**src/rtl/dbus_bridge.sv**
```systemverilog
`default_nettype none
// ============================================================================
// Module   : dbus_bridge
// Purpose  : Bridges the MM-stage data-memory access port of a pipelined CPU
//            onto an SRAM-like request/response bus. One transaction is in
//            flight at a time. The pipeline is stalled until the response
//            returns, and the load result is held while later stages stall.
// Ports    :
//   clk, rst_n          clock, synchronous active-low reset
//   dbus_en/we/addr/data   MM-stage request (level, held while stalled)
//   pipe_stall          later stages stalled; the MM result must be held
//   dbus_stall          bridge stalls the pipeline
//   dbus_rdata          raw aligned load word
//   data_req/wr/size/addr/wdata/wstrb   bus request side
//   data_addr_ok/data_data_ok/data_rdata bus handshake and response
//   dbus_ades           store address error (only with DBUS_ALIGN_CHK_EN)
// Config   : define DBUS_ALIGN_CHK_EN to enable store alignment checking.
//            Misaligned stores then complete without a bus access and raise
//            dbus_ades.
// Revision : 1.0 - initial release
// ============================================================================
module dbus_bridge (
  input  logic        clk,
  input  logic        rst_n,
  input  logic        dbus_en,
  input  logic [3:0]  dbus_we,
  input  logic [31:0] dbus_addr,
  input  logic [31:0] dbus_data,
  input  logic        pipe_stall,
  output logic        dbus_stall,
  output logic [31:0] dbus_rdata,
  output logic        data_req,
  output logic        data_wr,
  output logic [1:0]  data_size,
  output logic [31:0] data_addr,
  output logic [31:0] data_wdata,
  output logic [3:0]  data_wstrb,
  input  logic        data_addr_ok,
  input  logic        data_data_ok,
  input  logic [31:0] data_rdata
`ifdef DBUS_ALIGN_CHK_EN
  ,
  output logic        dbus_ades
`endif
);

  typedef enum logic [1:0] {
    S_IDLE = 2'd0,
    S_REQ  = 2'd1,
    S_WAIT = 2'd2,
    S_DONE = 2'd3
  } state_t;

  state_t      r_state;
  state_t      w_state_next;

  logic        r_wr;
  logic [1:0]  r_size;
  logic [31:0] r_addr;
  logic [31:0] r_wdata;
  logic [3:0]  r_wstrb;
  logic [31:0] r_rdata;

  // Request decode. Byte-enable patterns other than the three store
  // encodings fall through to a plain word load.
  logic        w_is_sb;
  logic        w_is_sh;
  logic        w_is_sw;
  logic        w_is_store;
  logic [1:0]  w_size;
  logic [31:0] w_addr;
  logic [31:0] w_wdata;
  logic [3:0]  w_wstrb;
  logic        w_misalign;
  logic        w_capture;

  assign w_is_sb    = (dbus_we == 4'b0001);
  assign w_is_sh    = (dbus_we == 4'b0011);
  assign w_is_sw    = (dbus_we == 4'b1111);
  assign w_is_store = w_is_sb | w_is_sh | w_is_sw;

  always_comb begin
    w_size  = 2'd2;
    w_wdata = dbus_data;
    if (w_is_sb) begin
      w_size  = 2'd0;
      w_wdata = {4{dbus_data[7:0]}};
    end else if (w_is_sh) begin
      w_size  = 2'd1;
      w_wdata = {2{dbus_data[15:0]}};
    end
  end

  // Loads always fetch the whole aligned word; stores keep the byte address
  // and move the strobe into the addressed lanes (bits shifted past lane 3
  // are dropped).
  assign w_addr  = w_is_store ? dbus_addr : {dbus_addr[31:2], 2'b00};
  assign w_wstrb = w_is_store ? (dbus_we << dbus_addr[1:0]) : 4'b0000;

`ifdef DBUS_ALIGN_CHK_EN
  logic r_ades;
  assign w_misalign = (w_is_sh & dbus_addr[0]) |
                      (w_is_sw & (dbus_addr[1:0] != 2'b00));
  assign dbus_ades  = r_ades & (r_state == S_DONE);
`else
  assign w_misalign = 1'b0;
`endif

  // The response for a read is taken only on the edge that moves the FSM
  // into DONE. A data_ok seen in IDLE or DONE is not ours and is ignored.
  assign w_capture = ~r_wr &
                     (((r_state == S_REQ) & data_addr_ok & data_data_ok) |
                      ((r_state == S_WAIT) & data_data_ok));

  always_comb begin
    w_state_next = r_state;
    case (r_state)
      S_IDLE: begin
        if (dbus_en) begin
          w_state_next = w_misalign ? S_DONE : S_REQ;
        end
      end
      S_REQ: begin
        if (data_addr_ok) begin
          w_state_next = data_data_ok ? S_DONE : S_WAIT;
        end
      end
      S_WAIT: begin
        if (data_data_ok) begin
          w_state_next = S_DONE;
        end
      end
      S_DONE: begin
        if (!pipe_stall) begin
          w_state_next = S_IDLE;
        end
      end
      default: w_state_next = S_IDLE;
    endcase
  end

  always_ff @(posedge clk) begin
    if (!rst_n) begin
      r_state <= S_IDLE;
      r_wr    <= 1'b0;
      r_size  <= 2'd0;
      r_addr  <= 32'd0;
      r_wdata <= 32'd0;
      r_wstrb <= 4'd0;
      r_rdata <= 32'd0;
`ifdef DBUS_ALIGN_CHK_EN
      r_ades  <= 1'b0;
`endif
    end else begin
      r_state <= w_state_next;
      if ((r_state == S_IDLE) && dbus_en) begin
        r_wr    <= w_is_store;
        r_size  <= w_size;
        r_addr  <= w_addr;
        r_wdata <= w_wdata;
        r_wstrb <= w_wstrb;
`ifdef DBUS_ALIGN_CHK_EN
        r_ades  <= w_misalign;
`endif
      end
      if (w_capture) begin
        r_rdata <= data_rdata;
      end
    end
  end

  assign data_req   = (r_state == S_REQ);
  assign data_wr    = r_wr;
  assign data_size  = r_size;
  assign data_addr  = r_addr;
  assign data_wdata = r_wdata;
  assign data_wstrb = r_wstrb;
  assign dbus_rdata = r_rdata;
  assign dbus_stall = dbus_en & (r_state != S_DONE);

endmodule
`default_nettype wire

```
**config.mk**
```make
export PLATFORM = sky130hd
export DESIGN_NAME = dbus_bridge
export DESIGN_NICKNAME = d
export VERILOG_FILES = /design/src/rtl/dbus_bridge.sv
export SDC_FILE = /design/constraint.sdc
export NUM_CORES = 1
export LEC_CHECK = 0
export BUFFER_PORTS_ARGS = -buffer_cell sky130_fd_sc_hd__buf_2
export CORE_MARGIN = 1
export CORE_UTILIZATION = 45
export CTS_BUF_LIST = sky130_fd_sc_hd__clkbuf_16
export DETAILED_ROUTE_END_ITERATION = 8
export PLACE_DENSITY = 0.83
export SETUP_SLACK_MARGIN = 0.4
export SLEW_MARGIN = 0
export SYNTH_ARGS = -nofsm -noshare
export SYNTH_HDL_FRONTEND = slang
export SYNTH_SLANG_ARGS = --single-unit
```
**constraint.sdc**
```tcl
create_clock -name clk -period 1.9 [get_ports clk]
set_input_delay 0.19 -clock clk [delete_from_list [all_inputs] [get_ports clk]]
set_output_delay 0.19 -clock clk [all_outputs]
set_load 0.03 [all_outputs]
```
# --- Word-level counts from Yosys, hierarchy flattened ---
# Cells that the tools add are included.
# Widths: inputs -> output; s select.
word_totals:
  reg_bits: 105
  inputBits: 106
  output_inout_bits: 105
  word_cells: 43
classes:
  n_eq_ne: 11
  n_shift: 1
  mux: 12
  bitwise_logic: 9
  reduce_logical: 3
ops:
  columns: ["op", "count"]
  rows:
  - ["$mux 32", 2]
  - ["$mux 2", 7]
  - ["$ne 2x2->1 const B", 4]
  - ["$pmux 2 s4", 1]
  - ["$and 1x1->1", 5]
  - ["$eq 2x2->1 const B", 2]
  - ["$eq 4x1->1 const B", 1]
  - ["$eq 4x2->1 const B", 1]
  - ["$eq 4x4->1 const B", 1]
  - ["$mux 4", 1]
  - ["$reduce_and 4->1", 1]
  - ["$shl 4x2->4", 1]
  - ["$or 1x1->1", 3]
  - ["$eq 2x1->1 const B", 1]
  - ["$logic_not 2->1", 1]
  - ["$ne 2x1->1 const B", 1]
  - ["$logic_and 1x1->1", 1]
  - ["$mux 1", 1]
  - ["$not 1->1", 1]

# --- Logic depth before layout (Yosys ltp) ---
# Gate-level depths: netlist of run 1.
logic_depth:
  depth_word: 5
  mapped_depth: 8
  ltp_nobuf: 6

# --- Least setup slack after synthesis of run 1 ---
# OpenSTA, ideal clock, no wires.
synth_path:
  path_type: "register to register"
  from: "reg r_state[1]"
  to: "reg r_rdata[10], in the netlist dbus_rdata[10]"
  arrival_time_ps: 1509
  required_ps: 1768
  path_slack_ps: 259
  path_stages_with_launch: 9
  path_buffers: 2
  period_less_slack_ps: 1641
  path_cell_list: "dfxtp_1 > inv_1 > ha_1 > a21oi_1 > or3b_2 > clkbuf_1 > buf_2 > nand2_1 > a21oi_1"
synth_between:
  elab_chain_len: 5
synth_rtl:
  columns: ["item", "line_no", "rtl"]
  rows:
  - ["start, declared", "54", "state_t r_state;"]
  - ["start signal, assigned", "155", "r_state <= w_state_next;"]
  - ["$eq 2x1->1", "112", "(((r_state == S_REQ) & data_addr_ok & data_data_ok) |"]
  - ["$and 1x1->1 (2 in series)", "112", null]
  - ["$or 1x1->1 *", "112", null]
  - ["$and 1x1->1 *", "111", "assign w_capture = ~r_wr &"]
  - ["end signal, assigned", "167", "r_rdata <= data_rdata;"]
  - ["end, declared", "62", "logic [31:0] r_rdata;"]
# Mark *: on every way between the ends. The rest lies on a longest branch, timed or not.
# A chain may end at the register's enable or synchronous reset.

# --- Final worst setup path of run 1 ---
layout_path:
  from: "reg r_state[1]"
  to: "reg r_rdata[6], in the netlist dbus_rdata[6]"
# The elaborated chain is that of the path after synthesis.

==> results of run 1 <==
## synthesized netlist by cell type
cell,number
nand2_1,181
dfxtp_1,105
a21oi_1,85
clkbuf_1,29
o21ai_0,27
a31oi_1,24
and3_1,9
buf_2,6
ha_1,6
nand2b_1,5
nand3_1,5
inv_1,4
mux2i_1,3
nor2_1,3
a211oi_1,2
nor2b_1,2
nor3b_2,2
a211o_1,1
and2_1,1
buf_1,1
buf_4,1
buf_6,1
inv_2,1
nand3b_1,1
nor2_8,1
o2111ai_1,1
o211ai_1,1
o31ai_1,1
o32ai_1,1
o41ai_1,1
or3b_1,1
or3b_2,1
## path summary, 6_finish.rpt
kind,startpoint,endpoint,cells after the start
worst max-delay path,r_state[1],dbus_rdata[6],7
worst min-delay path,data_rdata[13],dbus_rdata[13],3
worst min register to register,data_wdata[4],data_wdata[4],2
worst max register to register,r_state[1],dbus_rdata[6],7
## metrics by stage
step           area, um2  hold slack, ns  setup slack, ns  instances  util, %
6_report            5670          0.0847            0.410        829     65.0
5_1_grt             5670          0.0832            0.368        829     65.0
4_1_cts             5540          0.0756            0.403        821     63.5
3_5_place_dp        5220           0.436            0.334        802     59.9
3_3_place_gp        5220           0.430            0.415        802     59.9
2_1_floorplan       4120           0.326            0.403        513        -
## kinds of logic (layout without fill, tap and decap cells)
logic type / Yosys count / count (layout) / synth area share (%)
DFF: 105 / 105 / 51.8
and+or+nand+nor: 212 / 215 / 22.0
adders and majority gates: 6 / 6 / 1.85
buffers and inverters: 43 / 248 / 4.44
AOI/OAI and AO/OA: 144 / 144 / 19.1
muxes: 3 / 3 / 0.741
## worst min-delay path, cell delays in order
cell and delay (ns):
buf_2 0.09, nand2_1 0.05, a21oi_1 0.05
## area by class of cell
cell class                      count  area [um2]
Clock buffer                        9         225
Clock inverter                      7        55.1
Fill cell                         746        3050
Inverter                            5        28.8
Multi-Input combinational cell    368        1870
Sequential cell                   105        2110
Tap cell                          108         135
Timing Repair Buffer              227        1250
## routing by layer
| metal | global-route usage (%) | vias up |
|---|---|---|
| met5 | 0 | - |
| met4 | 6.66 | 0 |
| met3 | 6.14 | 12 |
| met2 | 42.6 | 200 |
| met1 | 27.4 | 1949 |
| li1 | - | 2131 |
## registers in the layout, indices dropped and copies added, names as in the netlist
register    flops
data_size       2
r_state         2
data_wdata     32
data_wr         1
data_wstrb      4
dbus_rdata     32
data_addr      32
## power by group through the flow
stage / clock, mW / combinational [mW] / sequential, mW
after floorplan: 0 / 1.09 / 3.64
after global placement: 0 / 2.55 / 2.86
after detailed placement: 0 / 2.62 / 2.88
after CTS: 1.76 / 2.68 / 2.84
after global routing: 1.84 / 3.11 / 2.91
final: 1.73 / 2.89 / 2.86
## repair_timing
item,CTS,global route
setup buffers,1,4
pin swaps,2,3
setup endpoints to repair,34,64
resized for setup,4,18
gates cloned,2,4
==> metrics.txt, run 1 <==
Worst setup EP type flop; IO Count 211; Layout Nets 828; share of layout cells above drive strength 1 35.9%; diode count 0; Residual DRC 0; Worst Hold Class primary input to flop; Yosys warning count 0; status finished, final reports clean; routed via count 4292; CP Launch Type flop; die area 9400 um2; R2R setup slack 0.41 ns; Initial Util 46.5%; Avg WL per Cell 14.5 um; Area Overhead vs Synth 39.9%; largest cells by area after synthesis dfxtp_1 52%, nand2_1 17%, a21oi_1 10%; TritonRoute pass-1 iters 4; Die Y 96.9 um; worst path cell trace inv_6 > ha_4 > a21oi_4 > nor3b_4 > buf_6 > nand2_1 > a21oi_1; WS Path Type flop to flop; Vias/cell 5.18; crit-path leading delay family flip-flops; CTS tree built; # H-tree levels 3; largest net degree at the start of global routing 67; root buf cell clkbuf_16; most common cell after layout, fill and taps aside buf_2; Slew Limit Fails 0; post-synth top area share 51.8%; switching share of power 40.1%; Final GP Congestion 0.761; sequential area share after synthesis 51.8%; Power Total 7.48 mW; Internal 4.48 mW; post-synth top area cell dfxtp_1; WP buf/inv 2; fin crit period 1.49 ns; Mean Syn Cell Area 7.90 um2; final WL 12000 um; Slew headroom 71.5%; grt total ovfl 0; core area 8720 um2; uppermost layer routed met4; CTS Buf Count 9; Final Hold Vio Count 0; synthesized area 4060 um2; first-pass GRT wire length 18400 um; fmax 671 MHz; setup repair after global routing missed its margin true; Final period util 78.4%; Reg clk slew, reported paths 0.08 ns; # hold bufs at CTS 0; commonest cells after routing, fill and taps aside 209 x buf_2, 181 x nand2_1, 103 x dfxtp_1, 84 x a21oi_1, 27 x o21ai_0; Final Skew 0.0108 ns; Critical-path top delay cell dfxtp_4; # rows 34; Worst EP arrival 1.74 ns; worst skew pair latency 0.34 ns; post-synth cell types 32; Die X 96.9 um; initial antenna violation count 0; total clock sinks 105; peak supply drop 0.000636 V; Net Switching 3.00 mW; Clock power frac 23.1%; HPWL after detailed placement 8050 um; IO Port Bufs 210; All-Layer GR Usage 23.6%; Met2 Wirelength 6100 um; worst path required time 2.15 ns; Metal-1 WL 4810 um; largest fanout on the critical path 16; 1st-iter DRT viols 138; flops & latches, synth 105; Least-Margin Pin Slew 0.426 ns; Leak 2.68 nW; # setup viols final 0; met3 WL post-DR 932 um; Fin Setup TNS 0 ns; Gate power share 38.7%; Post-Synthesis Cells 513; vias in the first global route 3917; Power Dens Cells 1320 nW/um2; Reg power frac 38.2%; Detail Route Antenna Nets 0; CP max stage delay 0.38 ns; Mapped Nets 625; max-cap viol count 0; Max Root-Sink Buffers 2
(Power assumes the default switching activity.)
==> inputs of run 2 (changes only) <==
==> constraint.sdc (replaced) <==
create_clock -name clk -period 1.46 [get_ports clk]
set_input_delay 0.146 -clock clk [delete_from_list [all_inputs] [get_ports clk]]
set_output_delay 0.146 -clock clk [all_outputs]
set_load 0.03 [all_outputs]
==> metrics.txt, run 2 (synthesized netlist as in run 1, its figures left out) <==
die area 9400 um2 (unchanged); All-Layer GR Usage 29.0% (was 23.6%); peak supply drop 0.000934 V (was 0.000636 V); grt total ovfl 0 (unchanged); Worst setup EP type flop (unchanged); Placed Cells 818 (was 802); Slew headroom 65.9% (was 71.5%); fmax 617 MHz (was 671 MHz); Critical-path top delay cell dfxtp_4 (unchanged); Power Dens Cells 1770 nW/um2 (was 1320 nW/um2); Final period util 111% (was 78.4%); Reg power frac 29.1% (was 38.2%); Least-Margin Pin Slew 0.512 ns (was 0.426 ns); final setup margin -0.161 ns (was 0.410 ns); Final GP Congestion 0.830 (was 0.761); worst path cell trace inv_6 > ha_4 > a21oi_4 > buf_6 > nor3b_4 > buf_6 > clkbuf_16 > nand2_1 > a21oi_1 (was inv_6 > ha_4 > a21oi_4 > nor3b_4 > buf_6 > nand2_1 > a21oi_1); Slew Limit Fails 0 (unchanged); # setup viols final 67 (was 0); 1st-iter DRT viols 223 (was 138); CTS Buf Count 9 (unchanged); share of layout cells above drive strength 1 56.9% (was 35.9%); crit-path leading delay family buffers and inverters (was flip-flops); Worst EP arrival 1.89 ns (was 1.74 ns); IO Port Bufs 210 (unchanged); Leak 3.34 nW (was 2.68 nW); Internal 7.90 mW (was 4.48 mW); CP Launch Type flop (unchanged); commonest cells after routing, fill and taps aside 170 x buf_2, 133 x nand2_1, 92 x dfxtp_1, 49 x a21oi_1, 43 x buf_4 (was 209 x buf_2, 181 x nand2_1, 103 x dfxtp_1, 84 x a21oi_1, 27 x o21ai_0); largest net degree at the start of global routing 48 (was 67); HPWL after detailed placement 8680 um (was 8050 um); failing checks setup timing; WP buf/inv 4 (was 2); Detail Route Antenna Nets 0 (unchanged); WS Path Type flop to flop (unchanged); IO Count 211 (unchanged); Clock power frac 18.5% (was 23.1%); most common cell after layout, fill and taps aside buf_2 (unchanged); CTS tree built (unchanged); Max Root-Sink Buffers 2 (unchanged); largest fanout on the critical path 8 (was 16); Avg WL per Cell 20.0 um (was 14.5 um); Filler cells 455 (was 746); crit-path most repeated cell buf_6; core area 8720 um2 (unchanged); Gate power share 52.5% (was 38.7%); Initial Util 46.5% (unchanged); Residual DRC 0 (unchanged); vias in the first global route 4377 (was 3917); CP max stage delay 0.38 ns (about the same); worst path required time 1.72 ns (was 2.15 ns); Net Switching 5.30 mW (was 3.00 mW); Final Instance Count excl. Fillers 873 (was 829); Layout Nets 871 (was 828); total clock sinks 105 (unchanged); Worst Hold Class primary input to flop (unchanged); Reg clk slew, reported paths 0.08 ns (about the same); TritonRoute pass-1 iters 5 (was 4); max-cap viol count 0 (unchanged); routed via count 4981 (was 4292); Power Total 13.2 mW (was 7.48 mW); Final Hold Vio Count 0 (unchanged); Hold WS 0.0377 ns (was 0.0847 ns); Die X 96.9 um (unchanged); status finished, violations left (was finished, final reports clean); fin crit period 1.62 ns (was 1.49 ns); Post-Place Setup Slack -0.107 ns (was 0.334 ns); first-pass GRT wire length 21600 um (was 18400 um); # H-tree levels 3 (unchanged); setup repair after global routing missed its margin true (unchanged); final WL 17500 um (was 12000 um); root buf cell clkbuf_16 (unchanged); initial antenna violation count 1 (was 0); Fin Setup TNS -4.60 ns (was 0 ns); switching share of power 40.1% (about the same); Vias/cell 5.71 (was 5.18); # rows 34 (unchanged); worst skew pair latency 0.34 ns (about the same); Die Y 96.9 um (unchanged); Area Overhead vs Synth 83.4% (was 39.9%); Final Skew 0.0109 ns (was 0.0108 ns)
-- run 2: changes by cell type in the layout (fill, tap and decap cells not counted), sizes merged, moves of 2 or more --
cell,before,now
buf,226,258
clkbuf,10,22
clkinv,3,1
or3b,5,3
-- run 2: what timing repair did --
| item | CTS | global route |
|---|---|---|
| cloned | 12 | 7 |
| setup endpoints to repair | 108 | 136 |
| resized for setup | 103 | 194 |
| setup buffers | 10 | 9 |
| pin swaps | 32 | 39 |
| hold buffers | 0 | 0 |
-- run 2: layout make-up --
class	count	area (um2)	area share (%)
well taps	108	135	1.82
diodes	1	2.50	0.0336
multi-input cells	366	2670	35.9
repair buffers	272	2180	29.4
flip-flops and latches	105	2120	28.5
inverters	5	28.8	0.387
clock buffers	9	225	3.03
clock inverters	7	71.3	0.959
-- run 2: power by group through the flow --
stage	logic (mW)	registers, mW	clock network (mW)
floorplan	1.64	4.75	0
global placement	3.66	3.74	0
detailed placement	3.75	3.76	0
CTS	5.39	3.73	2.43
global route	7.16	3.88	2.57
finish	6.93	3.84	2.44
-- run 2: per-stage QoR --
| stage | cell area (um2) | util (%) |
|---|---|---|
| after global routing | 7440 | 85.3 |
| after detailed placement | 5400 | 61.9 |
| after floorplan | 4230 | - |
| final | 7440 | 85.3 |
| after global placement | 5400 | 61.9 |
| after CTS | 6470 | 74.2 |
-- run 2: metal layers --
layer | vias to the layer above | wire length, um | track usage [%]
met3 | 64 | 1500 | 6.07
met2 | 360 | 9080 | 53.3
met1 | 2332 | 6240 | 32.6
li1 | 2225 | - | -
met5 | - | 0 | 0
met4 | 0 | 671 | 10.9
-- run 2: tightest hold or removal path, stage by stage --
cell and delay [ns]:
buf_2 0.10, nand2_1 0.04, a21oi_1 0.05
-- run 2: path summary, 6_finish.rpt --
| kind | slack [ns] | startpoint | endpoint | cells after the start |
|---|---|---|---|---|
| worst min register to register | 0.45 | data_addr[8] | data_addr[8] | 2 |
| worst max register to register | -0.16 | r_state[1] | dbus_rdata[4] | 9 |
| worst max-delay path | -0.16 | r_state[1] | dbus_rdata[4] | 9 |
| worst min-delay path | 0.04 | data_rdata[24] | dbus_rdata[24] | 3 |
